## src/rtl/and_sweep_pkg.sv

```systemverilog
// ----------------------------------------------------------------------------
// and_sweep_pkg
// Shared definitions for the AND-tree sweep controller:
//   - sweepState_t : FSM state encoding (IDLE=0, DRIVE=1, SAMPLE=2, DONE=3)
//   - DEFAULT_VEC_W / DEFAULT_HOLD_CYCLES : default parameter values
//   - HOLD_COUNT_W : width of the hold counter (covers HOLD_CYCLES up to 255)
// No ports; imported by and_sweep_ctrl and sweep_hold_timer.
// ----------------------------------------------------------------------------
package and_sweep_pkg;

    typedef enum logic [1:0] {
        IDLE   = 2'd0,
        DRIVE  = 2'd1,
        SAMPLE = 2'd2,
        DONE   = 2'd3
    } sweepState_t;

    localparam int DEFAULT_VEC_W       = 4;
    localparam int DEFAULT_HOLD_CYCLES = 4;
    localparam int HOLD_COUNT_W        = 8;

endpackage : and_sweep_pkg

```

## src/rtl/sweep_hold_timer.sv

```systemverilog
// ----------------------------------------------------------------------------
// sweep_hold_timer
// Counts the cycles a test vector has been held on the AND-tree inputs.
// The count starts at 0 on the first enabled cycle after a clear, and
// expire is high during the enabled cycle in which the count equals
// HOLD_CYCLES-1, i.e. the last cycle of the hold window.
//
// Parameters
//   HOLD_CYCLES : hold window length in cycles, legal range 1..255
// Ports
//   clk    in  1  rising-edge clock
//   rst    in  1  asynchronous active-high reset (count -> 0)
//   clear  in  1  synchronous clear, has priority over enable
//   enable in  1  advance the count this cycle
//   expire out 1  last cycle of the hold window
// ----------------------------------------------------------------------------
module sweep_hold_timer
    import and_sweep_pkg::*;
#(
    parameter int HOLD_CYCLES = DEFAULT_HOLD_CYCLES
) (
    input  logic clk,
    input  logic rst,
    input  logic clear,
    input  logic enable,
    output logic expire
);

    localparam logic [HOLD_COUNT_W-1:0] LAST_COUNT = HOLD_COUNT_W'(HOLD_CYCLES - 1);
    localparam logic [HOLD_COUNT_W-1:0] COUNT_INC  = HOLD_COUNT_W'(1);

    logic [HOLD_COUNT_W-1:0] holdCount;

    // NOTE: sequential state uses non-blocking assignments so every register
    // samples pre-edge values, independent of statement ordering.
    always_ff @(posedge clk or posedge rst) begin
        if (rst) begin
            holdCount <= '0;
        end else if (clear) begin
            holdCount <= '0;
        end else if (enable) begin
            holdCount <= holdCount + COUNT_INC;
        end
    end

    assign expire = enable && (holdCount == LAST_COUNT);

endmodule : sweep_hold_timer

```

## src/rtl/and_sweep_ctrl.sv

```systemverilog
// ----------------------------------------------------------------------------
// and_sweep_ctrl
// Exhaustively sweeps all 2**VEC_W input vectors into a downstream AND tree.
// Each vector is held for HOLD_CYCLES cycles (DRIVE), then the tree output
// is checked against the AND-reduction of the vector for one cycle (SAMPLE).
// Mismatches are counted (saturating) and the first failing vector is kept.
// One vector costs HOLD_CYCLES+1 cycles; a full sweep 2**VEC_W*(HOLD_CYCLES+1).
//
// Parameters
//   HOLD_CYCLES : cycles each vector is held before sampling (1..255)
//   VEC_W       : number of tree inputs driven
// Ports
//   clk            in  1        rising-edge clock
//   rst            in  1        asynchronous active-high reset
//   startIn        in  1        start pulse, honoured in IDLE or DONE
//   abortIn        in  1        terminates a sweep in DRIVE/SAMPLE
//   gIn            in  1        AND-tree result
//   vecOut         out VEC_W    tree inputs (MSB..LSB = aIn, bIn, cIn, dIn)
//   busyOut        out 1        high in DRIVE and SAMPLE
//   doneOut        out 1        high in DONE
//   errCount       out VEC_W+1  mismatching vectors in the last/current sweep
//   firstFailVec   out VEC_W    first mismatching vector
//   firstFailValid out 1        firstFailVec holds a valid vector
//   passMap        out 2**VEC_W per-vector pass flags (AND_SWEEP_PASSMAP_EN only)
//
// Build option
//   AND_SWEEP_PASSMAP_EN : when defined, adds the passMap output and register.
// ----------------------------------------------------------------------------
module and_sweep_ctrl
    import and_sweep_pkg::*;
#(
    parameter int HOLD_CYCLES = DEFAULT_HOLD_CYCLES,
    parameter int VEC_W       = DEFAULT_VEC_W
) (
    input  logic                 clk,
    input  logic                 rst,
    input  logic                 startIn,
    input  logic                 abortIn,
    input  logic                 gIn,
    output logic [VEC_W-1:0]     vecOut,
    output logic                 busyOut,
    output logic                 doneOut,
    output logic [VEC_W:0]       errCount,
    output logic [VEC_W-1:0]     firstFailVec,
`ifdef AND_SWEEP_PASSMAP_EN
    output logic                 firstFailValid,
    output logic [2**VEC_W-1:0]  passMap
`else
    output logic                 firstFailValid
`endif
);

    localparam logic [VEC_W-1:0] LAST_VEC = '1;
    localparam logic [VEC_W-1:0] VEC_INC  = VEC_W'(1);
    localparam logic [VEC_W:0]   ERR_MAX  = (VEC_W + 1)'(2**VEC_W);
    localparam logic [VEC_W:0]   ERR_INC  = (VEC_W + 1)'(1);

    sweepState_t state;
    sweepState_t nextState;
    logic        holdExpire;
    logic        mismatch;

    // ------------------------------------------------------------------------
    // Hold counter: free to count only in DRIVE, cleared in every other state
    // so each vector's hold window starts from zero.
    // ------------------------------------------------------------------------
    sweep_hold_timer #(
        .HOLD_CYCLES (HOLD_CYCLES)
    ) u_hold_timer (
        .clk    (clk),
        .rst    (rst),
        .clear  (state != DRIVE),
        .enable (state == DRIVE),
        .expire (holdExpire)
    );

    // Only meaningful in SAMPLE: the tree must equal the AND of its inputs.
    assign mismatch = (gIn != (&vecOut));

    // ------------------------------------------------------------------------
    // FSM state register
    // ------------------------------------------------------------------------
    always_ff @(posedge clk or posedge rst) begin
        if (rst) begin
            state <= IDLE;
        end else begin
            state <= nextState;
        end
    end

    // ------------------------------------------------------------------------
    // FSM next-state logic. abortIn wins over startIn while busy; startIn
    // wins while idle or done (abortIn has no meaning there).
    // ------------------------------------------------------------------------
    // NOTE: nextState gets a default before the case so no path leaves it
    // unassigned, which would otherwise infer a latch.
    always_comb begin
        nextState = state;
        unique case (state)
            IDLE: begin
                if (startIn) nextState = DRIVE;
            end
            DRIVE: begin
                if (abortIn)         nextState = IDLE;
                else if (holdExpire) nextState = SAMPLE;
            end
            SAMPLE: begin
                if (abortIn)                nextState = IDLE;
                else if (vecOut == LAST_VEC) nextState = DONE;
                else                        nextState = DRIVE;
            end
            DONE: begin
                if (startIn) nextState = DRIVE;
            end
            default: nextState = IDLE;
        endcase
    end

    // ------------------------------------------------------------------------
    // FSM outputs
    // ------------------------------------------------------------------------
    always_comb begin
        busyOut = 1'b0;
        doneOut = 1'b0;
        unique case (state)
            DRIVE, SAMPLE: busyOut = 1'b1;
            DONE:          doneOut = 1'b1;
            default: ;
        endcase
    end

    // ------------------------------------------------------------------------
    // Sweep datapath: vector, error count and first-failure capture.
    // The SAMPLE result is folded in at the edge leaving SAMPLE, so the last
    // vector's mismatch is already counted when DONE is entered. An abort
    // discards the pending sample and keeps the results gathered so far.
    // ------------------------------------------------------------------------
    always_ff @(posedge clk or posedge rst) begin
        if (rst) begin
            vecOut         <= '0;
            errCount       <= '0;
            firstFailVec   <= '0;
            firstFailValid <= 1'b0;
        end else begin
            unique case (state)
                IDLE, DONE: begin
                    if (startIn) begin
                        vecOut         <= '0;
                        errCount       <= '0;
                        firstFailVec   <= '0;
                        firstFailValid <= 1'b0;
                    end
                end
                DRIVE: begin
                    if (abortIn) vecOut <= '0;
                end
                SAMPLE: begin
                    if (abortIn) begin
                        vecOut <= '0;
                    end else begin
                        if (mismatch) begin
                            if (errCount != ERR_MAX) errCount <= errCount + ERR_INC;
                            if (!firstFailValid) begin
                                firstFailVec   <= vecOut;
                                firstFailValid <= 1'b1;
                            end
                        end
                        // The last vector stays on the tree through DONE.
                        if (vecOut != LAST_VEC) vecOut <= vecOut + VEC_INC;
                    end
                end
                default: ;
            endcase
        end
    end

`ifdef AND_SWEEP_PASSMAP_EN
    // ------------------------------------------------------------------------
    // Per-vector pass flags, cleared on start so they describe one sweep.
    // ------------------------------------------------------------------------
    always_ff @(posedge clk or posedge rst) begin
        if (rst) begin
            passMap <= '0;
        end else if ((state == IDLE || state == DONE) && startIn) begin
            passMap <= '0;
        end else if (state == SAMPLE && !abortIn && !mismatch) begin
            passMap[vecOut] <= 1'b1;
        end
    end
`endif

endmodule : and_sweep_ctrl

```

## config.mk

```make
export PLATFORM = sky130hd
export DESIGN_NAME = and_sweep_ctrl
export DESIGN_NICKNAME = d
export VERILOG_FILES = /design/src/rtl/and_sweep_pkg.sv /design/src/rtl/sweep_hold_timer.sv /design/src/rtl/and_sweep_ctrl.sv
export SDC_FILE = /design/constraint.sdc
export NUM_CORES = 1
export LEC_CHECK = 0
export ABC_CLOCK_PERIOD_IN_PS = 2600
export CORE_ASPECT_RATIO = 0.7
export CORE_MARGIN = 2
export CORE_UTILIZATION = 25
export CTS_CLUSTER_DIAMETER = 200
export DETAILED_ROUTE_END_ITERATION = 16
export GPL_TIMING_DRIVEN = 0
export PLACE_DENSITY_LB_ADDON = 0.08
export SLEW_MARGIN = 5
export SYNTH_ARGS = -nofsm -noshare
export SYNTH_HDL_FRONTEND = slang
export SYNTH_HIERARCHICAL = 1
export SYNTH_SLANG_ARGS = --single-unit
```

## constraint.sdc

```tcl
create_clock -name clk -period 2.6 [get_ports clk]
set_input_delay 0.52 -clock clk [delete_from_list [all_inputs] [get_ports clk]]
set_output_delay 0.52 -clock clk [all_outputs]
set_load 0.01 [all_outputs]
```

## Word-level counts from Yosys, hierarchy flattened

Cells that the tools add are included.

- Flip-flop bits (word level): 24
- Bits of input ports: 5
- Output and inout bits: 16
- Logic and storage cells: 66

- Add/sub/neg operators: 3
- Eq/ne operators: 17
- Multiplexer cells: 28
- Reduce and logical (&&, ||, !) cells: 12

Operators by type and width:

| cell | count |
|---|---|
| 4-bit 2-to-1 mux | 7 |
| 5-bit 2-to-1 mux | 4 |
| 8-bit 2-to-1 mux | 2 |
| 4-bit case mux with 3 select lines | 1 |
| 2-bit 2-to-1 mux | 5 |
| 2-bit != test, second input constant | 5 |
| 5-bit case mux with 2 select lines | 1 |
| 5-bit AND reduction | 2 |
| 8-bit by 1-bit adder with 8-bit output, second input constant | 1 |
| 8-bit by 2-bit == test with 1-bit output, second input constant | 1 |
| 4-bit case mux with 2 select lines | 1 |
| 4-bit AND reduction | 2 |
| 3-bit != test, second input constant | 2 |
| 2-bit case mux with 3 select lines | 1 |
| 5-bit by 1-bit adder with 5-bit output, second input constant | 1 |
| 1-bit 2-to-1 mux | 5 |
| 5-bit != test, second input constant | 1 |
| 4-bit by 1-bit adder with 4-bit output, second input constant | 1 |
| 2-bit == test, second input constant | 2 |
| 4-bit == test, second input constant | 1 |
| 2-bit by 1-bit != test with 1-bit output, second input constant | 2 |
| 4-bit != test, second input constant | 1 |
| 2-bit nonzero test | 2 |
| 2-bit OR reduction | 2 |
| other kinds (7) | 7 |

## Longest topological paths before layout

- Depth after elaboration: 5
- Mapped depth: 8
- Gate-level depth less buffers: 7

## By module

The synthesis kept the hierarchy.

Modules (own cells, without submodules):

| module | times used | cells each | area each (µm²) | seq. area each (µm²) |
|---|---|---|---|---|
| and_sweep_ctrl | 1 | 118 | 1082.3 | 400.4 |
| sweep_hold_timer | 1 | 42 | 419.2 | 200.2 |

## Worst setup path after synthesis

OpenSTA, ideal clock, no wires.

- Path type: register to register
- From: register state[0]
- To: register firstFailVec[3]
- Library setup time: 0.126 ns
- Data arrival time: 1.876 ns
- Data required time: 2.474 ns
- Setup slack: 0.598 ns
- Stages on the path, launching flop included: 8
- Path buffers: 2
- Period minus slack after synthesis: 2.002 ns
- Cells stage by stage: dfrtp_1 inv_1 ha_1 nor2b_4 buf_6 a211o_4 clkbuf_1 a221o_1

- Longest elaborated chain between the ends: 4
- Elaborated cells on any way between the ends: 11
- Classes of those cells: eq/ne (6); mux (1); reduce/logical (4)

Ends and longest elaborated chain:

| element | RTL line | source |
|---|---|---|
| start: declaration | and_sweep_ctrl.sv:58 | `sweepState_t state;` |
| start signal: assignment | and_sweep_ctrl.sv:87 | `state <= nextState;` |
| 2-bit == test or 2-bit logical NOT (tied branches) | and_sweep_ctrl.sv:145 | `unique case (state)` |
| 2-bit OR reduction (no source line) | - |  |
| 2-bit by 1-bit != test with 1-bit output (no source line) or 2-bit nonzero test (tied branches) | - |  |
| 5-bit AND reduction (no source line) | - |  |
| end signal: assignment | and_sweep_ctrl.sv:164 | `firstFailVec <= vecOut;` |
| end: declaration | and_sweep_ctrl.sv:44 | `output logic [VEC_W-1:0] firstFailVec,` |

Parallel ways exist; a longest one is shown, timed or not.
A chain may end at the register's enable or synchronous reset.

## Final worst setup path

Same ends and word-level chain as after synthesis.

==> flow_metrics.tcl <==
set metrics [dict create \
    number_of_synthesized_flops_with_an_enable_pin 0 \
    vias_per_cell 4.85 \
    final-max-slew-violation-count 0 \
    start_util_pct 26.1 \
    yosys_register_bits 24 \
    mappedNetlistNets 174 \
    measured_slew_at_the_worst_slew_check_pin_ns 0.702 \
    post-route-min-period_ns 2.23 \
    worstSetupEndpointType "flop" \
    setup_total_negative_slack_ns 0 \
    gp_congestion 0.784 \
    grt_setup_unrepaired "no" \
    coreArea_um2 5760 \
    min_from "firstFailVec[2]" \
    clock_power_share_pct 18.3 \
    cellInternalPower_mw 0.738 \
    clock-sinks 24 \
    power_leakage_nw 0.768 \
    netSwitchingFraction_pct 40.2 \
    grt_max_degree 17 \
    final_layout_size_suffix_gt1_share_pct 6.56 \
    ctsLongestPathBuffers 2 \
    worstPathRequired_ns 2.75 \
    report.power.total_mw 1.23 \
    detailedRoute.firstIterationViolations 82 \
    clock_skew_ns 0.00494 \
    detail_route.wl_per_cell_um 13.6 \
    ys_types 42 \
    setup_viol 0 \
    cellPowerDensity_nw_per_um2 672 \
    cts_root_buffer "clkbuf_8" \
    register_area_um2 601 \
    arrival_ns 2.38 \
    synthDominantCellAreaShare_pct 40.0 \
    cts_tree "built" \
    synthTopCellsByArea "dfrtp_1 40%, ha_1 7.5%, nand2_1 4.3%, nand3_1 4.0%, a21oi_1 3.0%" \
    grt_remaining_overflow 0 \
    place_hpwl_mm 2.62 \
    seq_power_share_pct 37.3 \
    grt_pass1_wl_mm 6.09 \
    share_comb_of_total_power_pct 44.4 \
    startpoint_type "flop" \
    grt.met2_usage_pct 15.4 \
    power.ir.vdd_worst_mv 0.209 \
    routed-via-count 1252 \
    power.switching_mw 0.496 \
    worst_skew_pair.late_latency_ns 0.27 \
    final-hold-violation-count 0 \
    wl_mm 3.52 \
    netlist_area_um2 1500 \
    quantity_of_i_o_buffers_inserted_on_ports 20 \
    number_of_antenna_violations_at_the_first_check_in_global_routing 0 \
    synth.yosys.seq_area_share_pct 40.0 \
    cts_made_buffers 3 \
    multi_input_area_um2 817 \
    number_of_instances_in_the_synthesized_netlist 160 \
    crit_fanout 10 \
    finish.net_count 199 \
    timing_worst_setup_path_type "reg -> reg" \
    firstDrtPassIters 6 \
    die_outline_area_um2 6650 \
    fillCellCount 617 \
    post_cts.repair.setup_buffers 0 \
    post-synth-top-area-cell "dfrtp_1" \
    postCtsHoldBufs 0 \
    hold_class "reg -> reg" \
    top_level_ports 21 \
    synthesis.area_per_instance_um2 9.38 \
    grt_util_met3_pct 3.23 \
    h-tree-depth 1 \
    grt_pass1_vias 1227 \
    antennaDiodeCount 0 \
    die-height_um 68.8 \
    final_util_pct 31.9 \
    die_w_um 96.6 \
    startpoint "state[0]" \
    run_status "finished clean" \
    worst_setup_hold_path_clk_slew_ns 0.09 \
    detail-route-antenna-nets 0 \
    yosysWarnings 6 \
    min_period_over_period_pct 85.7 \
    globalRoute.busiestLayer "met1" \
    met1_usage_pct 17.3 \
    number_of_gates_resized_after_cts 0 \
    maxSlewHeadroom_pct 53.2 \
    postSynth.topFlopCell "dfrtp_1" \
    rows 23 \
    areaGrowthSynthToFinish_pct 22.3 \
    globalRouteTotalUtil_pct 11.4 \
    drc_errors 0 \
    drv.max_cap_violation_count 0 \
    postSynth.asyncResetShare_pct 100 \
    critical_path.reg2reg.startpoint "state[0]" \
    fmaxAchievable_ghz 0.449 \
]
-- metrics by stage --
step / setup WS [ns] / hold WS [ns] / cell area (um^2) / std cells
floorplan: 0.598 / 0.336 / 1500 / 160
global placement: 0.239 / 0.471 / 1800 / 255
detailed placement: 0.244 / 0.470 / 1800 / 255
CTS: 0.363 / 0.495 / 1840 / 258
global route: 0.234 / 0.535 / 1840 / 258
finish: 0.372 / 0.492 / 1840 / 258
-- layout by cell type (no fill, tap or decap), types with 3 or more instances in the layout --
cell type         n
clkbuf_8          3
o21ai_0           9
xor2_1            3
dfrtp_1          24
o211ai_1          4
inv_1            11
or3_1             5
nor2_1           10
ha_1              9
a21oi_1           9
nand3_1          12
nand4_1           3
clkdlybuf4s50_1  20
nand2_1          17
-- synthesized netlist by cell type (3+ instances only) --
library cell  number
nor2_1            10
xor2_1             3
inv_1             11
dfrtp_1           24
or3_1              5
nand3_1           12
ha_1               9
a21oi_1            9
o211ai_1           4
nand2_1           17
nand4_1            3
o21ai_0            9
-- cell families (layout without fill, tap and decap cells) --
logic type	Yosys count	after routing	share of synthesized area, %
AND/OR/NAND/NOR	64	64	23.0
buffers and inverters	18	41	5.58
AO/OA/AOI/OAI	37	37	17.8
XOR/XNOR	6	6	4.75
flip-flops	24	24	40.0
adder cells (fa/ha/maj)	9	9	7.50
multiplexers	2	2	1.33
-- registers in the layout, summed over array words and instances, names as in the netlist --
signal	cells
u_hold_timer/holdCount	8
errCount	5
firstFailVec	4
vecOut	4
state	2
firstFailValid	1
-- final cells by class --
cell class	count	share of cell area, %
Buffer	7	2.32
Clock buffer	3	2.25
Inverter	11	2.25
Multi-Input combinational cell	118	44.5
Sequential cell	24	32.7
Tap cell	75	5.11
Timing Repair Buffer	20	10.9
-- worst max-delay path, cell delays in order (launching register included) --
cell,delay (ns)
dfrtp_1,0.43
inv_1,0.06
ha_1,0.35
nor2b_4,0.15
buf_6,0.13
a211o_4,0.35
clkbuf_1,0.24
a221o_1,0.40
-- metal layers --
| layer | vias up | part of all wire [%] |
|---|---|---|
| met5 | - | 0 |
| met4 | 0 | 0.48 |
| met3 | 2 | 5.0 |
| met2 | 23 | 38 |
| met1 | 600 | 56 |
| li1 | 627 | - |
-- worst paths after layout --
check / endpoint / slack, ns / cells after the start
max in group asynchronous: errCount[2] / 1.46 / 2
worst max register to register: firstFailVec[3] / 0.37 / 7
worst max-delay path: firstFailVec[3] / 0.37 / 7
worst min-delay path: firstFailVec[2] / 0.49 / 1
worst min register to register: firstFailVec[2] / 0.49 / 1
min in group asynchronous: u_hold_timer/holdCount[4] / 0.54 / 2
-- power by group through the flow --
stage | clock (mW) | combinational (mW) | sequential (mW)
after floorplan | 0 | 0.369 | 0.464
after global placement | 0 | 0.553 | 0.466
after detailed placement | 0 | 0.553 | 0.466
after CTS | 0.235 | 0.555 | 0.459
after global routing | 0.254 | 0.610 | 0.467
final | 0.226 | 0.547 | 0.460
(Power assumes the default switching activity.)
